[src/rtl/spar_loader_pkg.sv]
// Shared definitions for the tile BRAM loader.
//   OP_LOAD / OP_DUMP : values of cmd_op
//   loader_state_e    : loader FSM state encoding
//   BRAM_ADDR_W/DATA_W: geometry of one PE block BRAM (1024 x 16)
package spar_loader_pkg;

  localparam int BRAM_ADDR_W = 10;
  localparam int BRAM_DATA_W = 16;

  localparam logic OP_LOAD = 1'b0;
  localparam logic OP_DUMP = 1'b1;

  typedef enum logic [2:0] {
    ST_IDLE  = 3'd0,
    ST_LOAD  = 3'd1,
    ST_DUMP  = 3'd2,
    ST_DRAIN = 3'd3,
    ST_DONE  = 3'd4
  } loader_state_e;

endpackage

[src/rtl/loader_skid_fifo.sv]
// Two-entry FIFO that buffers BRAM read data for the DUMP output stream.
// All outputs are registers, so out_data never glitches with out_ready.
//   clk, reset : clock, synchronous active-high reset
//   push, din  : write one word (may coincide with pop, also when full)
//   pop        : remove the head word (never while empty)
//   dout       : head word, stable until popped
//   valid      : FIFO holds at least one word
//   count      : number of stored words, 0..2
module loader_skid_fifo
  import spar_loader_pkg::*;
#(
  parameter int DATA_W = BRAM_DATA_W
) (
  input  logic              clk,
  input  logic              reset,
  input  logic              push,
  input  logic [DATA_W-1:0] din,
  input  logic              pop,
  output logic [DATA_W-1:0] dout,
  output logic              valid,
  output logic [1:0]        count
);

  logic [DATA_W-1:0] head_q;
  logic [DATA_W-1:0] tail_q;
  logic [1:0]        count_q;

  always_ff @(posedge clk) begin
    if (reset) begin
      head_q  <= '0;
      tail_q  <= '0;
      count_q <= 2'd0;
    end else begin
      case ({push, pop})
        2'b10: begin
          if (count_q == 2'd0) head_q <= din;
          else                 tail_q <= din;
          count_q <= count_q + 2'd1;
        end
        2'b01: begin
          head_q  <= tail_q;
          count_q <= count_q - 2'd1;
        end
        2'b11: begin
          // Occupancy is unchanged; the new word lands behind whatever remains.
          if (count_q == 2'd1) begin
            head_q <= din;
          end else begin
            head_q <= tail_q;
            tail_q <= din;
          end
        end
        default: ;
      endcase
    end
  end

  // The issue throttle in the loader guarantees neither of these can occur.
  always_ff @(posedge clk) begin
    if (!reset) begin
      assert (!(pop && count_q == 2'd0));
      assert (!(push && !pop && count_q == 2'd2));
    end
  end

  assign dout  = head_q;
  assign valid = (count_q != 2'd0);
  assign count = count_q;

endmodule

[src/rtl/tile_bram_loader.sv]
// Host-side DMA stage in front of the PE tile's external BRAM port.
// LOAD streams 16-bit words into one PE block's BRAM through port A;
// DUMP reads a BRAM region through port B and streams it out.
// While busy=1 the loader owns the tile BRAM mux (external=1).
//   cmd_*        : command handshake (op, block row/col, base address, length)
//   in_*         : LOAD word stream (valid/ready)
//   out_*        : DUMP word stream (valid/ready), registered via a 2-entry FIFO
//   external     : tile BRAM mux select, high from accept through DONE
//   BRAM_i/j     : latched target block
//   WEA/ADDRA/DIA: registered port-A write, one cycle per accepted word
//   ADDRB / DOB  : port-B read address and read data (one-cycle latency)
//   WEB / DIB    : tied off, port B is read-only here
//   busy/done/err: status; done and err are single-cycle pulses
module tile_bram_loader
  import spar_loader_pkg::*;
#(
  parameter int TILE_DIM = 1,
  parameter int ADDR_W   = BRAM_ADDR_W,
  parameter int DATA_W   = BRAM_DATA_W
) (
  input  logic              clk,
  input  logic              reset,
  input  logic              cmd_valid,
  output logic              cmd_ready,
  input  logic              cmd_op,
  input  logic [7:0]        cmd_bi,
  input  logic [7:0]        cmd_bj,
  input  logic [ADDR_W-1:0] cmd_base,
  input  logic [ADDR_W:0]   cmd_len,
  input  logic              in_valid,
  output logic              in_ready,
  input  logic [DATA_W-1:0] in_data,
  output logic              out_valid,
  input  logic              out_ready,
  output logic [DATA_W-1:0] out_data,
  output logic              external,
  output logic [7:0]        BRAM_i,
  output logic [7:0]        BRAM_j,
  output logic              WEA,
  output logic              WEB,
  output logic [ADDR_W-1:0] ADDRA,
  output logic [ADDR_W-1:0] ADDRB,
  output logic [DATA_W-1:0] DIA,
  output logic [DATA_W-1:0] DIB,
  input  logic [DATA_W-1:0] DOB,
  output logic              busy,
  output logic              done,
  output logic              err
);

  localparam logic [8:0]      TILE_DIM_W = 9'(TILE_DIM);
  localparam logic [ADDR_W-1:0] ADDR_ONE = {{(ADDR_W-1){1'b0}}, 1'b1};
  localparam logic [ADDR_W:0]   LEN_ONE  = {{ADDR_W{1'b0}}, 1'b1};

  loader_state_e state_q, state_d;

  logic [ADDR_W-1:0] addr_q;      // next word address, wraps mod 2^ADDR_W
  logic [ADDR_W:0]   rem_q;       // words still to accept (LOAD) or issue (DUMP)
  logic [7:0]        bi_q, bj_q;
  logic              wea_q;
  logic [ADDR_W-1:0] addra_q;
  logic [DATA_W-1:0] dia_q;
  logic              err_q;
  logic              vld_p1;      // a port-B read was issued last cycle

  logic              cmd_fire, cmd_bad, cmd_start;
  logic              in_fire;
  logic              issue;
  logic              fifo_pop;
  logic [1:0]        fifo_count;
  logic [2:0]        occ_next;

  assign cmd_fire  = cmd_valid && cmd_ready;
  assign cmd_bad   = ({1'b0, cmd_bi} >= TILE_DIM_W) || ({1'b0, cmd_bj} >= TILE_DIM_W);
  assign cmd_start = cmd_fire && !cmd_bad && (cmd_len != '0);
  assign in_fire   = in_valid && in_ready;
  assign fifo_pop  = out_valid && out_ready;

  // FIFO occupancy one cycle from now, counting the read already in flight.
  // Including this cycle's pop is what allows one issue per cycle while
  // the consumer keeps up, without ever overrunning the 2 entries.
  assign occ_next = {1'b0, fifo_count} + {2'b00, vld_p1} - {2'b00, fifo_pop};
  assign issue    = (state_q == ST_DUMP) && (rem_q != '0) && (occ_next < 3'd2);

  always_ff @(posedge clk) begin
    if (reset) state_q <= ST_IDLE;
    else       state_q <= state_d;
  end

  always_comb begin
    state_d   = state_q;
    cmd_ready = 1'b0;
    in_ready  = 1'b0;
    busy      = 1'b1;
    done      = 1'b0;
    case (state_q)
      ST_IDLE: begin
        cmd_ready = 1'b1;
        busy      = 1'b0;
        if (cmd_fire && !cmd_bad) begin
          if (cmd_len == '0)          state_d = ST_DONE;
          else if (cmd_op == OP_LOAD) state_d = ST_LOAD;
          else                        state_d = ST_DUMP;
        end
      end
      ST_LOAD: begin
        // With nothing left to accept, this cycle carries the final WEA
        // so that DONE itself never writes.
        in_ready = (rem_q != '0);
        if (rem_q == '0) state_d = ST_DONE;
      end
      ST_DUMP: begin
        if (issue && rem_q == LEN_ONE) state_d = ST_DRAIN;
      end
      ST_DRAIN: begin
        // Leave as soon as the last word is being popped, so done
        // lands in the cycle right after the final beat.
        if (!vld_p1 && (fifo_count == 2'd0 || (fifo_count == 2'd1 && fifo_pop)))
          state_d = ST_DONE;
      end
      ST_DONE: begin
        done    = 1'b1;
        state_d = ST_IDLE;
      end
      default: state_d = ST_IDLE;
    endcase
  end

  always_ff @(posedge clk) begin
    if (reset) begin
      addr_q  <= '0;
      rem_q   <= '0;
      bi_q    <= '0;
      bj_q    <= '0;
      wea_q   <= 1'b0;
      addra_q <= '0;
      dia_q   <= '0;
      err_q   <= 1'b0;
      vld_p1  <= 1'b0;
    end else begin
      err_q  <= cmd_fire && cmd_bad;
      wea_q  <= in_fire;
      vld_p1 <= issue;
      if (in_fire) begin
        addra_q <= addr_q;
        dia_q   <= in_data;
      end
      if (cmd_start) begin
        addr_q <= cmd_base;
        rem_q  <= cmd_len;
        bi_q   <= cmd_bi;
        bj_q   <= cmd_bj;
      end else if (in_fire || issue) begin
        addr_q <= addr_q + ADDR_ONE;
        rem_q  <= rem_q - LEN_ONE;
      end
    end
  end

  // ---- read-data stage: DOB captured one cycle after issue ----
  loader_skid_fifo #(
    .DATA_W (DATA_W)
  ) u_fifo (
    .clk   (clk),
    .reset (reset),
    .push  (vld_p1),
    .din   (DOB),
    .pop   (fifo_pop),
    .dout  (out_data),
    .valid (out_valid),
    .count (fifo_count)
  );

  assign external = busy;
  assign err      = err_q;
  assign BRAM_i   = bi_q;
  assign BRAM_j   = bj_q;
  assign WEA      = wea_q;
  assign ADDRA    = addra_q;
  assign DIA      = dia_q;
  assign ADDRB    = addr_q;
  assign WEB      = 1'b0;
  assign DIB      = '0;

endmodule

[config.mk]
export PLATFORM = sky130hd
export DESIGN_NAME = tile_bram_loader
export DESIGN_NICKNAME = d
export VERILOG_FILES = /design/src/rtl/spar_loader_pkg.sv /design/src/rtl/loader_skid_fifo.sv /design/src/rtl/tile_bram_loader.sv
export SDC_FILE = /design/constraint.sdc
export NUM_CORES = 1
export LEC_CHECK = 0
export BUFFER_PORTS_ARGS = -buffer_cell sky130_fd_sc_hd__buf_2
export CORE_ASPECT_RATIO = 1.1
export CORE_MARGIN = 4
export CORE_UTILIZATION = 35
export DETAILED_ROUTE_END_ITERATION = 8
export GPL_TIMING_DRIVEN = 0
export SLEW_MARGIN = 10
export SYNTH_ARGS = -nofsm -noshare
export SYNTH_HDL_FRONTEND = slang
export SYNTH_SLANG_ARGS = --single-unit
[constraint.sdc]
create_clock -name clk -period 3.6 [get_ports clk]
set_clock_uncertainty 0.05 [all_clocks]
set_input_delay 0.36 -clock clk [delete_from_list [all_inputs] [get_ports clk]]
set_output_delay 0.36 -clock clk [all_outputs]
set_load 0.02 [all_outputs]
==> implementation parameters, run 1 <==
Parameter                              Value

Status
  Run status    completed

Worst setup path
  Launching instance or port of the critical path    u_fifo.count[1]$_SDFFE_PP0P_
  Data required time at the worst endpoint    3.80 ns
  Cells along the critical path    inv_1 -> ha_1 -> inv_1 -> nand2_2 -> xnor2_2 -> nand2_1 -> fa_1 -> xnor2_2 -> a41oi_2 -> or2_1 -> buf_6 -> or4_1 -> a311oi_1
  Startpoint-to-endpoint class of the critical path    register to register
  Cell with the largest stage delay on the worst path    sky130_fd_sc_hd__or4_1
  Sort of element at the start of the critical path    register
  WP data arrival    3.49 ns
  Largest fanout of any net on the critical path    9
  Critical path capture point type    register
  Largest stage delay on the critical path    0.49 ns
  Worst reg2reg startpoint    u_fifo.count[1]$_SDFFE_PP0P_

Synthesis
  Library cell with the largest summed area after synthesis    sky130_fd_sc_hd__dfxtp_1
  Number of different library cells in the post-synthesis netlist    50
  Ys async rst share    0
  Warnings from Yosys    0
  Portion of the post-synthesis area used by sequential elements    0.459
  Post-Synthesis Mean Instance Area    9.00 µm²
  Number of enable flip-flop cells after synthesis    0
  Proportion of netlist area held by the largest area contributor    0.459
  Dominant synthesized flop cell    sky130_fd_sc_hd__dfxtp_1
  Synthesized area    4490 µm²
  Top cells by area, synth    sky130_fd_sc_hd__dfxtp_1 (46%), sky130_fd_sc_hd__mux2i_1 (9.6%), sky130_fd_sc_hd__nor2_1 (5.1%), sky130_fd_sc_hd__nand2_1 (4.2%), sky130_fd_sc_hd__buf_4 (3.5%)
  Cell count after synthesis    499
  Flops & latches, synth    103

Placed design
  Final Wtd Congestion    0.815
  Detailed-placement wirelength estimate    9190 µm
  Placed instance area    5500 µm²
  Port Buffers    149
  Total placed cells including tap cells    821

Layout
  Share of layout cells above drive strength 1    0.310
  Fillcell total    1289
  Inserted Diodes    0
  Final cell count without fillers    840
  Final design area excluding fillers    5880 µm²
  Final net count    760
  Layout overhead on the synthesized area    30.8%
  Most common cell after layout, fill and taps aside    sky130_fd_sc_hd__buf_2
  Most frequent cells in the layout    sky130_fd_sc_hd__buf_2 (151), sky130_fd_sc_hd__dfxtp_1 (101), sky130_fd_sc_hd__nor2_1 (61)

Pwr
  Leakage power of the design    2.68 nW
  Internal cell power    1.84 mW
  Clock network power share    0.466
  Sequential cell fraction of total power    0.487
  Power Dens Cells    398 nW/µm²
  Worst supply voltage drop on vdd    0.195 mV
  Total chip power    2.34 mW
  Switch Pwr    0.498 mW
  Sw Ratio    0.213
  Gate power share    0.048

Global routing
  Global-route total usage across every layer    0.166
  Largest net degree at the start of global routing    18
  Total global routing overflow    0
  Global routing usage on met3    0.0615
  Routing layer with the top usage in global route    met2
  Number of global-route vias before repair    4155
  Global-route wire length before repair    19700 µm
  Initial antenna violation count    1
  Met2 GRT Util    0.273
  Global-route track usage on met1    0.203

Drt
  Via count of the routed design    4131
  Post-route DRC violation count    0
  Detailed-route wire length per cell    14.3 µm
  Routed WL    12000 µm
  Via density per instance    4.92
  Number of iterations in the first detailed-routing pass    4
  Antenna-violating nets left    0
  Drt first-iter violations    150

CTS
  Total clock buffers created by CTS    9
  Clock root buffer master    sky130_fd_sc_hd__clkbuf_16
  Clock insertion delay at the later pin of the skew report    0.34 ns
  H-tree level count    3
  Maximum buffer depth of the clock tree    2
  Hold-fix buffers, CTS    0
  Clock Sink Count    103
  Clock tree from TritonCTS    done
  Clock transition at the registers of the reported paths    0.07 ns

Timing
  Post-route setup TNS    0 ns
  Final clock period utilization by the worst path    0.914
  Final count of hold timing violations    0
  Relative max-transition margin    0.512
  Setup repair after global routing missed its margin    no
  Transition time of the tightest slew-check pin    0.727 ns
  Number of setup violations in the final report    0
  Slew Limit Fails    0
  Timing-limited maximum frequency    304 MHz
  Post-layout min period    3.29 ns

Min path
  Hold WC Path Type    input pin to register
  Min-Delay Startpoint    in_data[13]

Job
  Number of maximum-capacitance violations    0

Floorplan
  Horizontal extent of the die    116 µm
  Number of cell rows    43
  Full die area    14700 µm²
  Vertical extent of the die    127 µm
  Placeable core region    12600 µm²
  Number of top-level design ports    168
  Initial Util    0.357
-- power by group through the flow --
stage	sequential [mW]	combinational [mW]	clock [mW]
2_1_floorplan	1.17	0.0549	0
5_1_grt	1.14	0.123	1.17
3_5_place_dp	1.17	0.111	0
6_report	1.14	0.111	1.09
3_3_place_gp	1.17	0.110	0
4_1_cts	1.14	0.112	1.12
-- synth_stat cells (5+ instances only) --
| cell type | n |
|---|---|
| sky130_fd_sc_hd__nand2_1 | 50 |
| sky130_fd_sc_hd__nor2_1 | 61 |
| sky130_fd_sc_hd__nor3_1 | 15 |
| sky130_fd_sc_hd__clkbuf_1 | 22 |
| sky130_fd_sc_hd__o21ai_0 | 7 |
| sky130_fd_sc_hd__inv_1 | 11 |
| sky130_fd_sc_hd__mux2i_1 | 43 |
| sky130_fd_sc_hd__dfxtp_1 | 103 |
| sky130_fd_sc_hd__nor4_1 | 10 |
| sky130_fd_sc_hd__or4_1 | 6 |
| sky130_fd_sc_hd__or2_2 | 5 |
| sky130_fd_sc_hd__a31oi_1 | 11 |
| sky130_fd_sc_hd__and3_1 | 19 |
| sky130_fd_sc_hd__a211oi_1 | 20 |
| sky130_fd_sc_hd__a21oi_1 | 23 |
| sky130_fd_sc_hd__nand3_1 | 7 |
| sky130_fd_sc_hd__buf_4 | 21 |
| sky130_fd_sc_hd__ha_1 | 6 |
-- cells by family (layout without fill, tap and decap cells) --
family / after synthesis / count (layout) / share of synthesized area
compound gates: 85 / 85 / 0.130
xor+xnor: 5 / 5 / 0.00975
fa+ha+maj: 7 / 7 / 0.0212
buf+inv: 62 / 230 / 0.0766
flops: 103 / 103 / 0.459
mux: 43 / 43 / 0.0958
other cells: 1 / 17 / 0.000835
simple gates: 193 / 193 / 0.207
-- critical path: cells and delay by family, from the launching register on --
family	cells	cell delay (ns)
buffers and inverters	3	0.31
AO/OA/AOI/OAI	2	0.47
adder cells (fa/ha/maj)	2	0.63
XOR/XNOR	2	0.37
flip-flops	1	0.39
AND/OR/NAND/NOR	4	0.97
-- registers in the layout, indices dropped and copies added, names as in the netlist, 3 cells and up --
| name | count |
|---|---|
| ADDRB | 10 |
| rem_q | 11 |
| BRAM_j | 8 |
| DIA | 16 |
| ADDRA | 10 |
| u_fifo.tail_q | 16 |
| u_fifo.dout | 16 |
| BRAM_i | 8 |
| state_q | 3 |
-- path summary, 6_finish.rpt --
path	endpoint	cells after the start	slack (ns)
worst max-delay path	ADDRB[9]$_SDFFE_PP0P_	13	0.31
worst min-delay path	DIA[13]$_SDFFE_PP0P_	3	0.20
worst max register to register	ADDRB[9]$_SDFFE_PP0P_	13	0.31
worst min register to register	u_fifo.tail_q[1]$_SDFFE_PP0P_	2	0.40
-- stage by stage --
step | hold WS, ns | utilization | setup WS [ns]
after floorplan | 0.386 | - | 0.230
after global placement | 0.391 | 0.436 | 0.107
after detailed placement | 0.396 | 0.436 | 0.00699
after CTS | 0.183 | 0.463 | 0.00186
after global routing | 0.191 | 0.467 | 0.0460
final | 0.198 | 0.467 | 0.310
-- timing repair --
action                     4_1_cts  5_1_grt
resized for setup                0        5
pin swaps                        1        1
setup endpoints to repair        1       11
buffers inserted                 0        3
-- layer usage --
metal  up-vias  wire length [µm]  share of wire
li1       2086                 -              -
met1      1897              5210           0.43
met2       132              5620           0.47
met3        14               978          0.081
met4         2               189          0.016
met5         -                12         0.0010
-- layout make-up --
class                      count  area, µm²  area share
multi-input combinational    350       2160       0.368
sequential                   103       2060       0.351
timing repair buffer         152        768       0.131
buffer                        51        303      0.0515
clock buffer                  11        253      0.0430
tap                          157        196      0.0334
clock inverter                 5       85.1      0.0145
inverter                      11       41.3     0.00703
Power figures use the tool's default switching activity.
==> inputs of run 2 (changes only) <==
--- a/config.mk
+++ b/config.mk
@@ -6,11 +6,14 @@
 export NUM_CORES = 1
 export LEC_CHECK = 0
 export BUFFER_PORTS_ARGS = -buffer_cell sky130_fd_sc_hd__buf_2
+export CELL_PAD_IN_SITES_DETAIL_PLACEMENT = 1
+export CELL_PAD_IN_SITES_GLOBAL_PLACEMENT = 1
 export CORE_ASPECT_RATIO = 1.1
 export CORE_MARGIN = 4
 export CORE_UTILIZATION = 35
 export DETAILED_ROUTE_END_ITERATION = 8
 export GPL_TIMING_DRIVEN = 0
+export PLACE_DENSITY_LB_ADDON = 0.1
 export SLEW_MARGIN = 10
 export SYNTH_ARGS = -nofsm -noshare
 export SYNTH_HDL_FRONTEND = slang
==> run 2 against run 1 <==
Non-clock buffer count fell by 1. Global-route usage rose by 1.2 points. Hold slack improved by 0.0023 ns. Worst setup slack got worse by 0.025 ns. Power fell by 1.8%. Clock power fell by 4%. Combinational power barely moved. Critical path type unchanged. Critical endpoint unchanged.
==> implementation parameters, run 2 (synthesized netlist as in run 1, its figures left out) <==
Parameter                              Value

Status
  Run status    completed (unchanged)

Timing
  Number of setup violations in the final report    0 (unchanged)
  Relative max-transition margin    0.532 (was 0.512)
  Post-route setup TNS    0 ns (unchanged)
  Post-layout min period    3.31 ns (was 3.29 ns)
  Final clock period utilization by the worst path    0.921 (was 0.914)
  Slew Limit Fails    0 (unchanged)
  Timing-limited maximum frequency    302 MHz (was 304 MHz)
  Slack of the critical path    0.285 ns (was 0.310 ns)
  Final count of hold timing violations    0 (unchanged)
  Transition time of the tightest slew-check pin    0.697 ns (was 0.727 ns)
  Setup repair after global routing missed its margin    no (unchanged)

Drt
  Routed WL    13200 µm (was 12000 µm)
  Number of iterations in the first detailed-routing pass    4 (unchanged)
  Post-route DRC violation count    0 (unchanged)
  Via density per instance    4.99 (was 4.92)
  Drt first-iter violations    130 (was 150)
  Antenna-violating nets left    0 (unchanged)
  Via count of the routed design    4185 (was 4131)
  Detailed-route wire length per cell    15.8 µm (was 14.3 µm)

Floorplan
  Initial Util    0.357 (unchanged)
  Number of top-level design ports    168 (unchanged)
  Number of cell rows    43 (unchanged)
  Full die area    14700 µm² (unchanged)
  Placeable core region    12600 µm² (unchanged)
  Vertical extent of the die    127 µm (unchanged)
  Horizontal extent of the die    116 µm (unchanged)

Worst setup path
  Largest stage delay on the critical path    0.50 ns (was 0.49 ns)
  Data required time at the worst endpoint    3.81 ns (was 3.80 ns)
  Worst path bufs/invs    3 (unchanged)
  Cells along the critical path    inv_1 -> ha_1 -> inv_1 -> nand2_2 -> xnor2_2 -> nand2_1 -> fa_1 -> xnor2_2 -> a41oi_2 -> or2_1 -> buf_6 -> or4_1 -> a311oi_1 (unchanged)
  Reg2reg setup slack    0.29 ns (was 0.31 ns)
  Cell with the largest stage delay on the worst path    sky130_fd_sc_hd__or4_1 (unchanged)
  WP data arrival    3.52 ns (was 3.49 ns)
  Critical path's top delay family    simple AND/OR/NAND/NOR gates (unchanged)
  Startpoint-to-endpoint class of the critical path    register to register (unchanged)
  Sort of element at the start of the critical path    register (unchanged)
  Critical path capture point type    register (unchanged)
  Largest fanout of any net on the critical path    9 (unchanged)

Pwr
  Leakage power of the design    2.66 nW (was 2.68 nW)
  Worst supply voltage drop on vdd    0.216 mV (was 0.195 mV)
  Power Dens Cells    393 nW/µm² (was 398 nW/µm²)

Placed design
  Port Buffers    149 (unchanged)
  Post-place setup slack    0.0421 ns (was 0.00699 ns)
  Final Wtd Congestion    0.782 (was 0.815)
  Total placed cells including tap cells    821 (unchanged)
  Detailed-placement wirelength estimate    10100 µm (was 9190 µm)

Layout
  Most frequent cells in the layout    sky130_fd_sc_hd__buf_2 (151), sky130_fd_sc_hd__dfxtp_1 (102), sky130_fd_sc_hd__nor2_1 (61) (was sky130_fd_sc_hd__buf_2 (151), sky130_fd_sc_hd__dfxtp_1 (101), sky130_fd_sc_hd__nor2_1 (61))
  Most common cell after layout, fill and taps aside    sky130_fd_sc_hd__buf_2 (unchanged)
  Layout overhead on the synthesized area    30.0% (was 30.8%)
  Final net count    759 (was 760)
  Inserted Diodes    0 (unchanged)
  Share of layout cells above drive strength 1    0.305 (was 0.310)
  Final cell count without fillers    839 (was 840)
  Fillcell total    1557 (was 1289)

Global routing
  Number of global-route vias before repair    4300 (was 4155)
  Global-route total usage across every layer    0.178 (was 0.166)
  Global-route wire length before repair    21200 µm (was 19700 µm)
  Total global routing overflow    0 (unchanged)
  Largest net degree at the start of global routing    17 (was 18)
  Initial antenna violation count    0 (was 1)

CTS
  Clock root buffer master    sky130_fd_sc_hd__clkbuf_16 (unchanged)
  Maximum buffer depth of the clock tree    2 (unchanged)
  Clock Sink Count    103 (unchanged)
  Clock insertion delay at the later pin of the skew report    0.34 ns (about the same)
  Total clock buffers created by CTS    9 (unchanged)
  Clock transition at the registers of the reported paths    0.07 ns (about the same)
  Hold-fix buffers, CTS    0 (unchanged)
  Clock tree from TritonCTS    done (unchanged)
  H-tree level count    3 (unchanged)

Job
  Number of maximum-capacitance violations    0 (unchanged)

Min path
  Hold WC Path Type    input pin to register (unchanged)
-- run 2: changes by cell type in the layout (fill, tap and decap cells not counted) --
cell | before | now
sky130_fd_sc_hd__clkbuf_1 | 22 | 24
sky130_fd_sc_hd__dfxtp_1 | 101 | 102
sky130_fd_sc_hd__buf_4 | 24 | 23
sky130_fd_sc_hd__clkinv_2 | 0 | 1
sky130_fd_sc_hd__inv_6 | 2 | 1
sky130_fd_sc_hd__clkbuf_8 | 2 | 0
sky130_fd_sc_hd__dfxtp_2 | 2 | 1
-- run 2: routing by layer --
layer / up-vias / GRT usage / wire (µm)
met5: - / 0 / 0
met2: 107 / 0.304 / 6480
met1: 1982 / 0.217 / 5660
li1: 2080 / - / -
met3: 16 / 0.0434 / 858
met4: 0 / 0.0642 / 222
-- run 2: worst register-to-register path, stage by stage, from the launching register on --
cell and delay, ns:
sky130_fd_sc_hd__dfxtp_1 0.42, sky130_fd_sc_hd__inv_1 0.07, sky130_fd_sc_hd__ha_1 0.22, sky130_fd_sc_hd__inv_1 0.08
sky130_fd_sc_hd__nand2_2 0.12, sky130_fd_sc_hd__xnor2_2 0.19, sky130_fd_sc_hd__nand2_1 0.09, sky130_fd_sc_hd__fa_1 0.42
sky130_fd_sc_hd__xnor2_2 0.19, sky130_fd_sc_hd__a41oi_2 0.20, sky130_fd_sc_hd__or2_1 0.27, sky130_fd_sc_hd__buf_6 0.14
sky130_fd_sc_hd__or4_1 0.50, sky130_fd_sc_hd__a311oi_1 0.25
-- run 2: path summary, 6_finish.rpt --
check,from,endpoint,depth (start not counted)
max,u_fifo.count[0]$_SDFFE_PP0P_,ADDRB[9]$_SDFFE_PP0P_,13
min,in_data[12],DIA[12]$_SDFFE_PP0P_,3
max reg2reg,u_fifo.count[0]$_SDFFE_PP0P_,ADDRB[9]$_SDFFE_PP0P_,13
min reg2reg,u_fifo.tail_q[2]$_SDFFE_PP0P_,u_fifo.tail_q[2]$_SDFFE_PP0P_,2
-- run 2: report_power, final --
part | switching (mW) | internal, mW | total [mW]
sequential | 0.000302 | 1.14 | 1.14
combinational | 0.0632 | 0.0502 | 0.113
clock | 0.434 | 0.612 | 1.05
total | 0.497 | 1.80 | 2.30
-- run 2: what timing repair did --
action,CTS,global route
buffers inserted,0,2
setup endpoints to repair,0,14
gates resized for setup,0,4
endpoints found under the hold margin,0,0
-- run 2: cell type report --
cell class | count | area, µm² | share of cell area
clock inverters | 5 | 81.3 | 0.0139
well taps | 157 | 196 | 0.0336
multi-input cells | 350 | 2160 | 0.370
clock buffers | 11 | 233 | 0.0398
flip-flops and latches | 103 | 2060 | 0.353
inverters | 11 | 41.3 | 0.00707
plain buffers | 51 | 303 | 0.0518
repair buffers | 151 | 761 | 0.130
-- run 2: per-stage QoR --
stage	hold slack (ns)	total power, mW	utilization	area [µm²]
after floorplan	0.386	1.22	-	4550
after detailed placement	0.398	1.28	0.436	5500
final	0.201	2.30	0.464	5840
after CTS	0.189	2.33	0.461	5810
after global placement	0.393	1.28	0.436	5500
after global routing	0.209	2.39	0.464	5840
